$ cat src/rtl/div_unit.sv
// ---------------------------------------------------------------------------
// div_unit
//
// This is a multi-cycle restoring integer divider for the CPU DIV instruction.
// The control unit sends a start pulse. After a fixed latency the divider
// returns the remainder on hi and the quotient on lo, and pulses done for one
// cycle. A divisor of zero is reported by a div_zero pulse that coincides with
// done. In that case hi and lo keep their previous values.
//
// Signed results truncate toward zero, so the remainder takes the sign of the
// dividend. The case MIN / -1 gives quotient MIN and remainder 0 and raises
// no flag.
//
// Optional feature macro: DIV_UNSIGNED_EN
//   When this macro is defined, the block has an is_unsigned input. It is
//   sampled with start. When it is 1, the divider skips the magnitude
//   conversion and the final sign fix (DIVU). The latency does not change.
//
// Parameters
//   WIDTH        operand / result width (default 32)
// Ports
//   clock        clock, rising edge active
//   reset        synchronous, active-high reset
//   start        request pulse, accepted only while idle
//   a, b         dividend / divisor, sampled on the accepting edge
//   is_unsigned  (DIV_UNSIGNED_EN only) unsigned operation select
//   hi, lo       registered remainder / quotient
//   busy         high while a request is in progress
//   done         one-cycle completion pulse
//   div_zero     one-cycle pulse with done when the divisor was zero
// ---------------------------------------------------------------------------
module div_unit #(
  parameter int WIDTH = 32
) (
  input  logic             clock,
  input  logic             reset,
  input  logic             start,
  input  logic [WIDTH-1:0] a,
  input  logic [WIDTH-1:0] b,
`ifdef DIV_UNSIGNED_EN
  input  logic             is_unsigned,
`endif
  output logic [WIDTH-1:0] hi,
  output logic [WIDTH-1:0] lo,
  output logic             busy,
  output logic             done,
  output logic             div_zero
);

  localparam int CW = (WIDTH > 1) ? $clog2(WIDTH) : 1;
  localparam logic [CW-1:0] LAST_STEP = CW'(WIDTH - 1);

  localparam logic [1:0] IDLE = 2'd0;
  localparam logic [1:0] RUN  = 2'd1;
  localparam logic [1:0] FIX  = 2'd2;

  logic [1:0]       state_reg;
  logic             zero_pend_reg;  // divide-by-zero seen; report on next edge
  logic [WIDTH-1:0] rem_reg;        // partial remainder
  logic [WIDTH-1:0] quo_reg;        // dividend shifting out, quotient shifting in
  logic [WIDTH-1:0] dvs_reg;        // divisor magnitude
  logic [CW-1:0]    cnt_reg;
  logic             neg_q_reg;
  logic             neg_r_reg;
  logic [WIDTH-1:0] hi_reg;
  logic [WIDTH-1:0] lo_reg;
  logic             done_reg;
  logic             dz_reg;

  // Operation mode for the request being sampled.
  logic uns_op;
`ifdef DIV_UNSIGNED_EN
  assign uns_op = is_unsigned;
`else
  assign uns_op = 1'b0;
`endif

  // Operand sign handling at the start edge.
  logic             a_neg;
  logic             b_neg;
  logic [WIDTH-1:0] a_mag;
  logic [WIDTH-1:0] b_mag;

  always_comb begin
    a_neg = ~uns_op & a[WIDTH-1];
    b_neg = ~uns_op & b[WIDTH-1];
    // Negating MIN gives MIN back. Read as unsigned, that is the correct
    // magnitude, so MIN / -1 needs no special case.
    a_mag = a_neg ? (~a + 1'b1) : a;
    b_mag = b_neg ? (~b + 1'b1) : b;
  end

  // One restoring step. The shifted remainder can reach 2*divisor-1, so it
  // needs one extra bit. A non-negative trial result is always below the
  // divisor, so it fits back into WIDTH bits.
  logic [WIDTH:0]   shifted;
  logic [WIDTH:0]   trial;
  logic [WIDTH-1:0] rem_step;
  logic [WIDTH-1:0] quo_step;

  always_comb begin
    shifted  = {rem_reg, quo_reg[WIDTH-1]};
    trial    = shifted - {1'b0, dvs_reg};
    rem_step = trial[WIDTH] ? shifted[WIDTH-1:0] : trial[WIDTH-1:0];
    quo_step = {quo_reg[WIDTH-2:0], ~trial[WIDTH]};
  end

  // Final sign correction.
  logic [WIDTH-1:0] quo_fixed;
  logic [WIDTH-1:0] rem_fixed;

  always_comb begin
    quo_fixed = neg_q_reg ? (~quo_reg + 1'b1) : quo_reg;
    rem_fixed = neg_r_reg ? (~rem_reg + 1'b1) : rem_reg;
  end

  always_ff @(posedge clock) begin
    if (reset) begin
      state_reg     <= IDLE;
      zero_pend_reg <= 1'b0;
      rem_reg       <= '0;
      quo_reg       <= '0;
      dvs_reg       <= '0;
      cnt_reg       <= '0;
      neg_q_reg     <= 1'b0;
      neg_r_reg     <= 1'b0;
      hi_reg        <= '0;
      lo_reg        <= '0;
      done_reg      <= 1'b0;
      dz_reg        <= 1'b0;
    end else begin
      done_reg <= 1'b0;
      dz_reg   <= 1'b0;
      case (state_reg)
        IDLE: begin
          if (zero_pend_reg) begin
            // A zero divisor finishes one edge after it was accepted.
            // hi and lo are left untouched.
            zero_pend_reg <= 1'b0;
            done_reg      <= 1'b1;
            dz_reg        <= 1'b1;
          end else if (start) begin
            if (b == '0) begin
              zero_pend_reg <= 1'b1;
            end else begin
              rem_reg   <= '0;
              quo_reg   <= a_mag;
              dvs_reg   <= b_mag;
              neg_q_reg <= a_neg ^ b_neg;
              neg_r_reg <= a_neg;
              cnt_reg   <= '0;
              state_reg <= RUN;
            end
          end
        end
        RUN: begin
          rem_reg <= rem_step;
          quo_reg <= quo_step;
          cnt_reg <= cnt_reg + 1'b1;
          if (cnt_reg == LAST_STEP) begin
            state_reg <= FIX;
          end
        end
        FIX: begin
          lo_reg    <= quo_fixed;
          hi_reg    <= rem_fixed;
          done_reg  <= 1'b1;
          state_reg <= IDLE;
        end
        default: begin
          state_reg <= IDLE;
        end
      endcase
    end
  end

  assign hi       = hi_reg;
  assign lo       = lo_reg;
  assign busy     = (state_reg != IDLE) | zero_pend_reg;
  assign done     = done_reg;
  assign div_zero = dz_reg;

endmodule
$ cat config.mk
export PLATFORM = sky130hd
export DESIGN_NAME = div_unit
export DESIGN_NICKNAME = d
export VERILOG_FILES = /design/src/rtl/div_unit.sv
export SDC_FILE = /design/constraint.sdc
export NUM_CORES = 1
export LEC_CHECK = 0
export ABC_CLOCK_PERIOD_IN_PS = 9700
export CAP_MARGIN = 10
export CORE_MARGIN = 5
export CORE_UTILIZATION = 45
export DETAILED_ROUTE_END_ITERATION = 6
export PLACE_DENSITY_LB_ADDON = 0.08
export SYNTH_ARGS = -nofsm -noshare
export SYNTH_HDL_FRONTEND = slang
export SYNTH_SLANG_ARGS = --single-unit
$ cat constraint.sdc
create_clock -name clock -period 9.7 [get_ports clock]
set_clock_uncertainty 0.1 [all_clocks]
set_input_delay 1.455 -clock clock [delete_from_list [all_inputs] [get_ports clock]]
set_output_delay 1.455 -clock clock [all_outputs]
set_load 0.02 [all_outputs]
Yosys cells after proc, flatten, opt, wreduce, memory -nomap -nowiden --
Cells that the tools add are included.
Operators by class: $add $sub $neg 6, eq/ne operators 7, muxes and demuxes 27, bitwise gates (word level) 10, reductions and logical operators 8
Operator list (count):
- $mux W32 | 11
- $add A32 B1 Y32 const B | 4
- $not A32 Y32 | 4
- $pmux W32 S2 | 2
- $sub A33 B32 Y33 | 1
- $logic_not A32 Y1 | 1
- $mux W5 | 3
- $reduce_and A4 Y1 | 3
- $pmux W5 S2 | 1
- $mux W2 | 4
- $ne A2 B2 Y1 const B | 4
- $add A5 B1 Y5 const B | 1
- $eq A5 B5 Y1 const B | 1
- $mux W1 | 4
- $not A1 Y1 | 4
- $pmux W2 S2 | 1
- $reduce_bool A2 Y1 | 2
- $eq A2 B1 Y1 const B | 1
- $eq A2 B2 Y1 const B | 1
- $logic_not A2 Y1 | 1
- $pmux W1 S2 | 1
- $reduce_or A2 Y1 | 1
- $or A1 B1 Y1 | 1
- $xor A1 B1 Y1 | 1
Word-level totals: register bits 172, input bits 67, output and inout bits 67, word-level logic and storage cells 70

Longest topological paths before layout --
depth after elaboration 7, mapped depth 13, mapped depth without buffers 12

Least setup slack after synthesis --
OpenSTA, ideal clock, no wires.
kind input to register, from input a[0], to register quo_reg[26], library setup time 128 ps, arrival time 3777 ps, required time 9472 ps, slack 5695 ps, stages 11, path buffers 0, path through inv_1 > ha_1 > or3b_2 > nor3_1 > nand2_1 > o31ai_1 > a21boi_0 > nand2_1 > xor2_1 > a222oi_1 > nor2_1
Between the ends: longest elaborated chain between the ends 7
Ends and longest elaborated chain:
- start, declared | line 38 | input logic [WIDTH-1:0] a,
- $not A32 Y32 | line 89 | a_mag = a_neg ? (~a + 1'b1) : a;
- $add A32 B1 Y32 | line 89
- $mux W32 | line 89
- $mux W32 | line 143 | if (b == '0) begin
- $mux W32 | line 142 | end else if (start) begin
- $mux W32 | line 136 | if (zero_pend_reg) begin
- $pmux W32 S2 | line 134 | case (state_reg)
- end signal, assigned | line 147 | quo_reg <= a_mag;
- end signal, assigned | line 158 | quo_reg <= quo_step;
- end, declared | line 60 | logic [WIDTH-1:0] quo_reg;
No other way between the ends. The select of a mux whose other input is x is not followed. A chain may end at the register's enable or synchronous reset.

Worst setup path after layout --
Same ends and word-level chain as after synthesis.

==> flow_summary.toml <==
[timing]
fmax_mhz = 223.5
finalCritPeriodShare_pct = 46.13
setup_viol = 0
grt_setup_unrepaired = "false"
hold-worst-slack_ns = 0.3688
drv_slew = 0
hold_viol_final = 0
worstMarginPinSlew_ns = 1.150
maxSlewHeadroom_pct = 23.21
min_period_ns = 4.475
tns_ns = 0

[drt]
first_pass_iters = 5
wl_per_cell_um = 17.32
ant_nets = 0
first_iter_violations = 867
viasPerCell = 5.640
drc = 0
totalWireLength_um = 29560
num_vias = 9628

[power]
netSwitchingFraction_pct = 31.04
p_comb_share_pct = 17.7
p_int_mw = 1.215
power.total_mw = 1.761
clkPwrFrac_pct = 38.7
ir_drop_v = 0.0001062
p_switching_uw = 546.6
power_frac_seq_pct = 43.5
powerDensity_nw_per_um2 = 139.3
p_leak_nw = 4.607

[logic_synthesis]
synthXorXnorAreaFrac_pct = 12.39
synth_edf_count = 0
yosysWarnings = 0
avgSynthCellArea_um2 = 8.136
synth.distinct_cells = 67
synth-simple-area-share_pct = 18.39
ys_ff_latch = 172
ys.flop_type = "dfxtp_1"
synth_top_area_share_pct = 32.73
synth_fa_ha_area_share_pct = 4.710
synthCells = 1293
async_reset_ff_share_pct = 0
synth_top_family_by_area = "compound AO/OA/AOI/OAI gates"
synth_fp_nets = 1399
synth_mux_area_share_pct = 2.973
synthTopCellsByArea = "dfxtp_1 (33%), xor2_1 (8.1%), a211oi_1 (6.6%)"
seq_area_frac_synth_pct = 32.73
synth_area_um2 = 10520
synth-compound-area-share_pct = 24.22
synth_top_cell_by_area = "dfxtp_1"

[layout]
fin_cells = 1707
syn2layout_area_growth_pct = 20.19
regArea_um2 = 3443
nets = 1481
multi_input_area_um2 = 6619
final_cell_mix = "dfxtp_1 (172), nor2_1 (162), clkdlybuf4s50_1 (132), nand2_1 (118), xor2_1 (97)"
diodes = 0
drive_gt1_share_pct = 4.899
layout_commonest_cell = "dfxtp_1"
nFillCells = 2281

[die]
placementRows = 56
die_w_um = 162.9
core_um2 = 23260
die-area_um2 = 26540
boundaryPins = 134
die_h_um = 162.9
initial_core_util_pct = 45.22

[global_routing]
grt_pass1_vias = 8649
grt_max_degree = 88
grt_pass1_wl_um = 47000
track_usage_pct = 21.98
antenna_found_initial = 0
grt.overflow.total = 0

[cts]
post_cts_resized = 0
clock_latency_ns = 0.44
cts_buffer_depth = 2
cts_tree = "done"
holdBufCountCts = 0
clk_pin_slew_worst_paths_ns = 0.07
cts_buffers = 17
cts.htree.levels = 4
post_cts_buffers = 0
cts-root-buf = "clkbuf_16"
cts_sinks = 172

[critical_path]
cp-start-kind = "input pin"
worstPathRequired_ns = 9.90
crit_type = "in2reg"
path_max_fanout = 5
arrival_ns = 4.67
end_kind = "register"

[worst_hold_path]
hold_path_class = "reg2reg"

[placement]
dp_hpwl_um = 21780
portBuffers = 133
placedCellCount = 1674
gp_congestion = 0.8972

[outcome]
status = "completed"

[run]
drv_cap = 0
-- synth_stat cells (5+ instances only) --
master / instances
o21a_1: 5
o21ai_0: 84
a21o_1: 11
a22oi_1: 5
or3_1: 17
a21oi_1: 46
nor3_1: 17
o41ai_1: 16
a222oi_1: 19
nor4_1: 7
ha_1: 38
or4_1: 18
nor2b_1: 12
mux2i_1: 29
dfxtp_1: 172
inv_1: 48
nor2_1: 163
nand4_1: 8
clkbuf_1: 74
nand2_1: 118
o211ai_1: 9
nand3_1: 11
a211oi_1: 92
xnor2_1: 50
nand2b_1: 14
xor2_1: 97
o31ai_1: 32
-- cells by family (layout without fill, tap and decap cells) --
family	after synthesis	after routing
buffers and inverters	128	223
adders and majority gates	39	39
muxes	31	31
DFF	172	172
AOI/OAI and AO/OA	363	363
and+or+nand+nor	412	412
xor gates and xnor gates	148	148
-- critical path: stages --
cell	delay, ns
clkdlybuf4s50_1	0.44
inv_1	0.09
ha_1	0.15
or3b_2	0.51
nor3_1	0.19
nand2_1	0.11
o31ai_1	0.64
a21boi_0	0.46
nand2_1	0.13
xor2_1	0.17
a222oi_1	0.28
nor2_1	0.06
-- metrics by stage --
stage | utilization (%) | setup slack, ns | instance area, µm²
after global routing | 54.36 | 4.994 | 12640
after CTS | 54.24 | 5.068 | 12620
after global placement | 51.75 | 4.694 | 12040
final | 54.36 | 5.225 | 12640
after floorplan | - | 5.695 | 10520
after detailed placement | 51.75 | 4.581 | 12040
-- routing by layer --
layer	track usage, %	routed length, µm
met1	33.90	14780
met2	31.64	12340
met4	6.291	552
met3	3.138	1889
met5	0	0
-- path summary, 6_finish.rpt --
path / from / end / slack (ns) / cells after the start
worst max-delay path: a[0] / quo_reg[26] / 5.22 / 12
worst min-delay path: lo[30] / lo[30] / 0.37 / 2
worst max register to register: rem_reg[0] / rem_reg[25] / 5.55 / 12
worst min register to register: lo[30] / lo[30] / 0.37 / 2
-- cell type report --
cell class,count,share of cell area (%)
clock buffers,18,3.473
flip-flops and latches,172,27.23
clock inverters,14,1.108
repair buffers,143,11.26
inverters,48,1.425
well taps,319,3.157
multi-input cells,993,52.35
-- power groups by stage --
stage               Combinational (mW)  Clock [mW]  Sequential (mW)
floorplan                        0.222           0            0.764
global placement                 0.307           0            0.782
detailed placement               0.309           0            0.782
CTS                              0.310       0.696            0.766
global route                     0.347       0.728            0.771
finish                           0.313       0.682            0.767
Note: power is estimated with default switching activity, not from simulation.
